===== config.mk =====
export PLATFORM = sky130hd
export DESIGN_NAME = call_ret_sequencer
export DESIGN_NICKNAME = d
export VERILOG_FILES = /design/src/rtl/call_ret_sequencer.sv
export SDC_FILE = /design/constraint.sdc
export NUM_CORES = 1
export LEC_CHECK = 0
export CAP_MARGIN = 20
export CELL_PAD_IN_SITES_DETAIL_PLACEMENT = 1
export CELL_PAD_IN_SITES_GLOBAL_PLACEMENT = 2
export CORE_MARGIN = 2
export CORE_UTILIZATION = 36
export DETAILED_ROUTE_END_ITERATION = 16
export PLACE_DENSITY = 0.95
export SLEW_MARGIN = 20
export SYNTH_ARGS = -nofsm -noshare
export SYNTH_HDL_FRONTEND = slang
export SYNTH_SLANG_ARGS = --single-unit

===== constraint.sdc =====
create_clock -name clk -period 3.05 [get_ports clk]
set_input_delay 0.61 -clock clk [delete_from_list [all_inputs] [get_ports clk]]
set_output_delay 0.61 -clock clk [all_outputs]
set_load 0.02 [all_outputs]

===== src/rtl/call_ret_sequencer.sv =====
// Program-counter sequencer with a subroutine return-address stack.
// BSR pushes pc+1 and jumps to target; RET pops the return address into pc.
module call_ret_sequencer #(
  parameter int unsigned        ADDR_W   = 8,
  parameter int unsigned        DEPTH    = 4,
  parameter logic [ADDR_W-1:0]  RESET_PC = '0
) (
  input  logic                       clk,
  input  logic                       rst_n,
  input  logic                       en,
  input  logic                       bsr,
  input  logic                       ret,
  input  logic [ADDR_W-1:0]          target,
  input  logic                       err_clr,
  output logic [ADDR_W-1:0]          pc,
  output logic [ADDR_W-1:0]          top,
  output logic [$clog2(DEPTH+1)-1:0] depth,
  output logic                       empty,
  output logic                       full,
  output logic [2:0]                 err
);

  localparam int unsigned DepthW = $clog2(DEPTH + 1);

  logic [ADDR_W-1:0] pc_q, pc_d, pc_inc;
  logic [ADDR_W-1:0] stack_q [DEPTH];
  logic [ADDR_W-1:0] stack_d [DEPTH];
  logic [DepthW-1:0] depth_q, depth_d;
  logic [2:0]        err_q, err_d, err_ev;
  logic              is_empty, is_full;

  assign is_empty = (depth_q == '0);
  assign is_full  = (depth_q == DepthW'(DEPTH));
  assign pc_inc   = pc_q + ADDR_W'(1);

  // Entry 0 is the top; entries at or above depth_q are kept at zero.
  always_comb begin
    pc_d    = pc_q;
    stack_d = stack_q;
    depth_d = depth_q;
    err_ev  = 3'b000;
    if (en) begin
      unique case ({bsr, ret})
        2'b00: pc_d = pc_inc;
        2'b10: begin
          for (int i = 1; i < int'(DEPTH); i++) stack_d[i] = stack_q[i-1];
          stack_d[0] = pc_inc;
          pc_d       = target;
          if (is_full) err_ev[0] = 1'b1;
          else         depth_d   = depth_q + DepthW'(1);
        end
        2'b01: begin
          if (is_empty) begin
            pc_d      = pc_inc;
            err_ev[1] = 1'b1;
          end else begin
            pc_d = stack_q[0];
            for (int i = 0; i < int'(DEPTH) - 1; i++) stack_d[i] = stack_q[i+1];
            stack_d[DEPTH-1] = '0;
            depth_d          = depth_q - DepthW'(1);
          end
        end
        2'b11: err_ev[2] = 1'b1;
        default: ;
      endcase
    end
    // A new error event wins over a simultaneous clear.
    err_d = (err_clr ? 3'b000 : err_q) | err_ev;
  end

  always_ff @(posedge clk or negedge rst_n) begin
    if (!rst_n) begin
      pc_q    <= RESET_PC;
      stack_q <= '{default: '0};
      depth_q <= '0;
      err_q   <= 3'b000;
    end else begin
      pc_q    <= pc_d;
      stack_q <= stack_d;
      depth_q <= depth_d;
      err_q   <= err_d;
    end
  end

  assign pc    = pc_q;
  assign top   = is_empty ? '0 : stack_q[0];
  assign depth = depth_q;
  assign empty = is_empty;
  assign full  = is_full;
  assign err   = err_q;

endmodule


==> impl_metrics.env, run 1 <==
export IMPL_synth_distinct_cells=41
export IMPL_grt_pass1_wl_mm=10.6
export IMPL_cp_max_fo=12
export IMPL_io_buffers=37
export IMPL_syn_nets=274
export IMPL_drtAntennaViolNets=0
export IMPL_cts_repair_resized=0
export IMPL_post_cts_buffers=0
export IMPL_rsz0062_at_grt="no"
export IMPL_p_leak_uw=0.00129
export IMPL_fin_crit_sh_pct=80.0
export IMPL_vdd_ir_drop_max_uv=221
export IMPL_drc=0
export IMPL_multi_input_area_sq_um=1160
export IMPL_die_x_microns=86.1
export IMPL_outcome="finished clean"
export IMPL_first_pass_iters=4
export IMPL_layout_nets=310
export IMPL_grt_overflow_total=0
export IMPL_yosys_warnings=0
export IMPL_gp_congestion=0.740
export IMPL_ctsHtreeMaxLevel=2
export IMPL_tns_ns=0
export IMPL_route_detailed_wl_per_inst_microns=16.9
export IMPL_path_class="flip-flop to primary output"
export IMPL_clkSinkCount=46
export IMPL_drive_above_1_share_pct=8.59
export IMPL_die_y_microns=86.1
export IMPL_yosys_area_top_type="dfrtp_1"
export IMPL_end_kind="primary output"
export IMPL_drv_slew=0
export IMPL_ys_seq_area_share_pct=47.4
export IMPL_finalCriticalPeriod_ns=2.44
export IMPL_yosysTopAreaCellShare_pct=47.4
export IMPL_antenna_cells=0
export IMPL_synth_area_top_cells="dfrtp_1 (47%), mux2i_1 (7.4%), nand2_1 (7.4%), o21ai_1 (4.5%), nand3_1 (3.3%)"
export IMPL_cp_start_kind="flip-flop"
export IMPL_cts_buffers=5
export IMPL_num_vias=1980
export IMPL_hp_class="input port to asynchronous set/reset pin"
export IMPL_hpwl_mm=4.45
export IMPL_setup_violations=0
export IMPL_path_clk_slew_ns=0.09
export IMPL_io_pins=38
export IMPL_via_per_inst=5.38
export IMPL_cts_buffer_depth=2
export IMPL_cp_arrival_ns=1.83
export IMPL_slew_headroom_pct=59.4
export IMPL_power_uw=2330
export IMPL_grt_pass1_vias=2106
export IMPL_initial_core_util_pct=37.8
export IMPL_wl_mm=6.20
export IMPL_syn_mean_instance_area_sq_um=9.55
export IMPL_rrSetupSlack_ns=1.13
export IMPL_worstMarginPinSlew_ns=0.609
export IMPL_syn_inst=254
export IMPL_grt_max_degree=47
export IMPL_required_ns=2.44
export IMPL_clk_insertion_delay_late_ns=0.30
export IMPL_final_common_cell="nand2_1"
export IMPL_cts_root_buf="clkbuf_8"
export IMPL_fillers=760
export IMPL_finClkSkew_ns=0.00997
export IMPL_max_freq_ghz=0.410
export IMPL_final_hold_viol_count=0
export IMPL_r2r_start="depth[2]"
export IMPL_antenna_found_initial=0
export IMPL_p_per_area_nw_per_um2=782
export IMPL_area_growth_pct=22.7
export IMPL_layout_common_cells="nand2_1 (48), dfrtp_1 (46), clkdlybuf4s50_1 (36), o21ai_1 (22), mux2i_1 (18)"
export IMPL_syn_area_sq_um=2430
export IMPL_worstSetupStartpoint="depth[2]"
export IMPL_final_seq_area_sq_um=1150
export IMPL_dieArea_sq_um=7410
export IMPL_drt_iter0_drc=140
export IMPL_cts_hold_fix_buffers=0
export IMPL_reg2reg_depth=6
export IMPL_drv_cap=0
export IMPL_rows=29
export IMPL_core_sq_um=6420
export IMPL_cts_tree="yes"
export IMPL_grt_usage_pct=18.4
export IMPL_synth_seq_cells=46
## area by class of cell
| cell class | count | share of cell area (%) |
|---|---|---|
| clock buffers | 7 | 2.56 |
| clock inverters | 1 | 1.01 |
| inverters | 8 | 1.01 |
| multi-input cells | 185 | 39.0 |
| flip-flops and latches | 46 | 38.7 |
| well taps | 77 | 3.24 |
| repair buffers | 44 | 14.5 |
## final timing paths
check	end
worst min-delay path	depth[2]
min in group clk	stack_q[0]
worst min register to register	stack_q[0]
worst max-delay path	empty
worst max register to register	stack_q[25]
max in group asynchronous	stack_q[20]
## flip-flops by register name, indices dropped and copies added (netlist names)
signal / count
depth: 3
err: 3
pc: 8
stack_q: 32
## cell usage after synthesis (all sizes together)
cell / n
a21o: 2
a21oi: 6
a221o: 1
a222oi: 1
a22o: 6
a22oi: 4
a31oi: 1
a32o: 2
a32oi: 1
a41oi: 1
and2: 4
and3: 2
buf: 13
clkbuf: 2
dfrtp: 46
fa: 1
ha: 5
inv: 8
mux2i: 18
nand2: 49
nand2b: 2
nand3: 16
nor2: 7
nor2b: 11
nor3: 3
o211ai: 5
o21ai: 27
o22ai: 2
o311ai: 1
o31a: 1
xnor2: 5
xor2: 1
## report_power, final
group          leakage (uW)  internal, uW  switching [uW]  total, uW
sequential         0.000607           796             203       1000
clock             0.0000524           246             207        452
combinational      0.000628           412             464        877
## worst max-delay path: stages (launching register included)
cell	delay, ns
dfrtp_1	0.44
nor3_2	0.23
buf_4	0.23
clkdlybuf4s50_1	0.62
## metal layers
layer,global-route usage [%],up-vias,wire length (microns)
li1,-,956,-
met3,3.75,4,177
met2,29.9,27,2980
met1,24.9,993,2970
met5,0,-,0
met4,5.05,0,70
## cell families after synthesis
logic type	Yosys count	share of synthesized area, %
simple gates	94	18.1
fa+ha+maj	6	3.40
xor+xnor	6	2.17
compound gates	61	16.8
buf+inv	23	4.69
mux	18	7.43
flops	46	47.4
## metrics by stage
step | worst slack [ns] | hold slack, ns | cell area, sq um | instances | utilization, %
after global routing | 0.517 | 0.357 | 2980 | 368 | 46.4
after detailed placement | 0.366 | 0.462 | 2870 | 360 | 44.7
after CTS | 0.603 | 0.480 | 2980 | 368 | 46.3
after global placement | 0.442 | 0.451 | 2870 | 360 | 44.7
after floorplan | 0.864 | 0.314 | 2430 | 254 | -
final | 0.611 | 0.311 | 2980 | 368 | 46.4
(Power assumes the default switching activity.)
==> inputs of run 2 (changes only) <==
CORE_UTILIZATION = 30   (was 36)
PLACE_DENSITY = 0.86   (was 0.95)
clock period = 2.1 ns   (was 3.05 ns; I/O delays follow)
==> run 2 against run 1 <==
Effect of this change:
- utilization is 6.7 points lower
- total power is 43% higher
- wire length rose by 4.3%
- clock power is 30% higher
- clock skew fell by 0.0045 ns
- largest power group unchanged
- worst hold slack worse by 0.11 ns
- combinational power is 47% higher
==> impl_metrics.env, run 2 (same netlist as run 1, synthesis figures left out) <==
export IMPL_outcome="finished clean"
export IMPL_wl_mm=6.47
export IMPL_p_per_area_nw_per_um2=1080
export IMPL_clkSinkCount=46
export IMPL_tns_ns=0
export IMPL_vdd_ir_drop_max_uv=323
export IMPL_route_detailed_wl_per_inst_microns=16.0
export IMPL_cts_hold_fix_buffers=0
export IMPL_hpwl_mm=4.75
export IMPL_required_ns=1.68
export IMPL_core_sq_um=7770
export IMPL_cp_buffers_inverters=2
export IMPL_cts_root_buf="clkbuf_8"
export IMPL_utilization_pct=39.7
export IMPL_dr_wl_met2_mm=3.09
export IMPL_crit_chain="nor3_2, buf_6, nor2b_1, dlygate4sd2_1"
export IMPL_slew_headroom_pct=58.8
export IMPL_grt_overflow_total=0
export IMPL_path_clk_slew_ns=0.09
export IMPL_drive_above_1_share_pct=13.2
export IMPL_io_buffers=37
export IMPL_drv_cap=0
export IMPL_dr_wl_met3_microns=215
export IMPL_first_pass_iters=4
export IMPL_clk_insertion_delay_late_ns=0.31
export IMPL_cp_max_fo=12
export IMPL_cp_arrival_ns=1.55
export IMPL_initial_core_util_pct=31.2
export IMPL_cts_repair_resized=10
export IMPL_finClkSkew_ns=0.00547
export IMPL_fin_crit_sh_pct=93.9
export IMPL_grt_max_degree=47
export IMPL_dieArea_sq_um=8820
export IMPL_die_x_microns=93.9
export IMPL_rows=32
export IMPL_drv_slew=0
export IMPL_layout_nets=322
export IMPL_via_per_inst=4.99
export IMPL_cp_slowest_stage_delay_ns=0.42
export IMPL_io_pins=38
export IMPL_grt_usage_pct=15.9
export IMPL_final_hold_viol_count=0
export IMPL_routedLengthMet1_mm=3.07
export IMPL_post_cts_buffers=0
export IMPL_drtAntennaViolNets=0
export IMPL_area_growth_pct=27.1
export IMPL_max_freq_ghz=0.507
export IMPL_antenna_found_initial=0
export IMPL_rsz0062_at_grt="no"
export IMPL_finalCriticalPeriod_ns=1.97
export IMPL_finalHoldWorstSlack_ns=0.201
export IMPL_setup_violations=0
export IMPL_ctsHtreeMaxLevel=2
export IMPL_p_leak_uw=0.00139
export IMPL_slowest_stage="dfrtp_1"
export IMPL_worstMarginPinSlew_ns=0.618
export IMPL_cts_buffers=5
export IMPL_postLayoutCellArea_sq_um=3080
export IMPL_antenna_cells=0
export IMPL_grt_pass1_wl_mm=11.0
export IMPL_final_common_cell="nand2_1"
export IMPL_critPathTopFamily="buffers and inverters"
export IMPL_cp_start_kind="flip-flop"
export IMPL_layout_common_cells="nand2_1 (48), dfrtp_1 (46), clkdlybuf4s50_1 (26), o21ai_1 (22), mux2i_1 (18)"
export IMPL_detailed_place_area_sq_um=2990
export IMPL_drc=0
export IMPL_drt_iter0_drc=108
export IMPL_final_seq_area_sq_um=1150
export IMPL_cts_buffer_depth=2
export IMPL_end_kind="primary output"
export IMPL_path_class="flip-flop to primary output"
export IMPL_num_vias=2022
export IMPL_fillers=920
export IMPL_die_y_microns=93.9
export IMPL_largest_register_ff_count=32
export IMPL_grt_pass1_vias=2150
export IMPL_cts_tree="yes"
export IMPL_hp_class="input port to asynchronous set/reset pin"
export IMPL_gp_congestion=0.859
export IMPL_power_uw=3320
export IMPL_top_layer="met4"
export IMPL_top_register="stack_q"
export IMPL_multi_input_area_sq_um=1160
-- run 2: final timing paths --
check	start	to	slack [ns]	cells after the start
setup / recovery	depth[2]	top[1]	0.13	4
hold / removal	rst_n	stack_q[8]	0.20	2
setup reg to reg	depth[0]	depth[2]	0.37	6
hold reg to reg	stack_q[6]	stack_q[6]	0.48	2
max in group asynchronous	rst_n	stack_q[31]	1.49	2
min in group clk	stack_q[6]	stack_q[6]	0.48	2
-- run 2: power breakdown --
group / switching (uW) / internal (uW) / total, uW
Combinational: 699 / 589 / 1290
Clock: 321 / 265 / 586
Sequential: 293 / 1160 / 1450
-- run 2: worst register-to-register path: cells and delay by family, from the launching register on --
kind / cells / cell delay (ns)
buffers and inverters: 1 / 0.12
and+or+nand+nor: 1 / 0.17
DFF: 1 / 0.43
AOI/OAI and AO/OA: 3 / 0.46
adders and majority gates: 1 / 0.45
-- run 2: per-stage QoR --
| stage | std cells | setup slack [ns] |
|---|---|---|
| finish | 405 | 0.128 |
| global placement | 397 | -0.0926 |
| CTS | 405 | 0.0514 |
| detailed placement | 397 | -0.195 |
| floorplan | 254 | 0.104 |
| global route | 405 | 0.00280 |
-- run 2: per-layer routing --
metal	track usage (%)	vias to the layer above
li1	-	979
met1	21.5	1001
met2	25.7	35
met3	3.13	7
met4	5.19	0
met5	0	-
-- run 2: final cells by class --
class / count / share of cell area (%)
multi-input cells: 185 / 37.7
flip-flops and latches: 46 / 37.3
repair buffers: 56 / 16.7
well taps: 102 / 4.14
clock buffers: 6 / 2.68
inverters: 8 / 0.974
clock inverters: 2 / 0.406
==> inputs of run 3 (changes only) <==
ABC_AREA = 0   (was default)
==> results of run 3 <==
No change in the layout: final DEF, timing and power equal those of run 2.
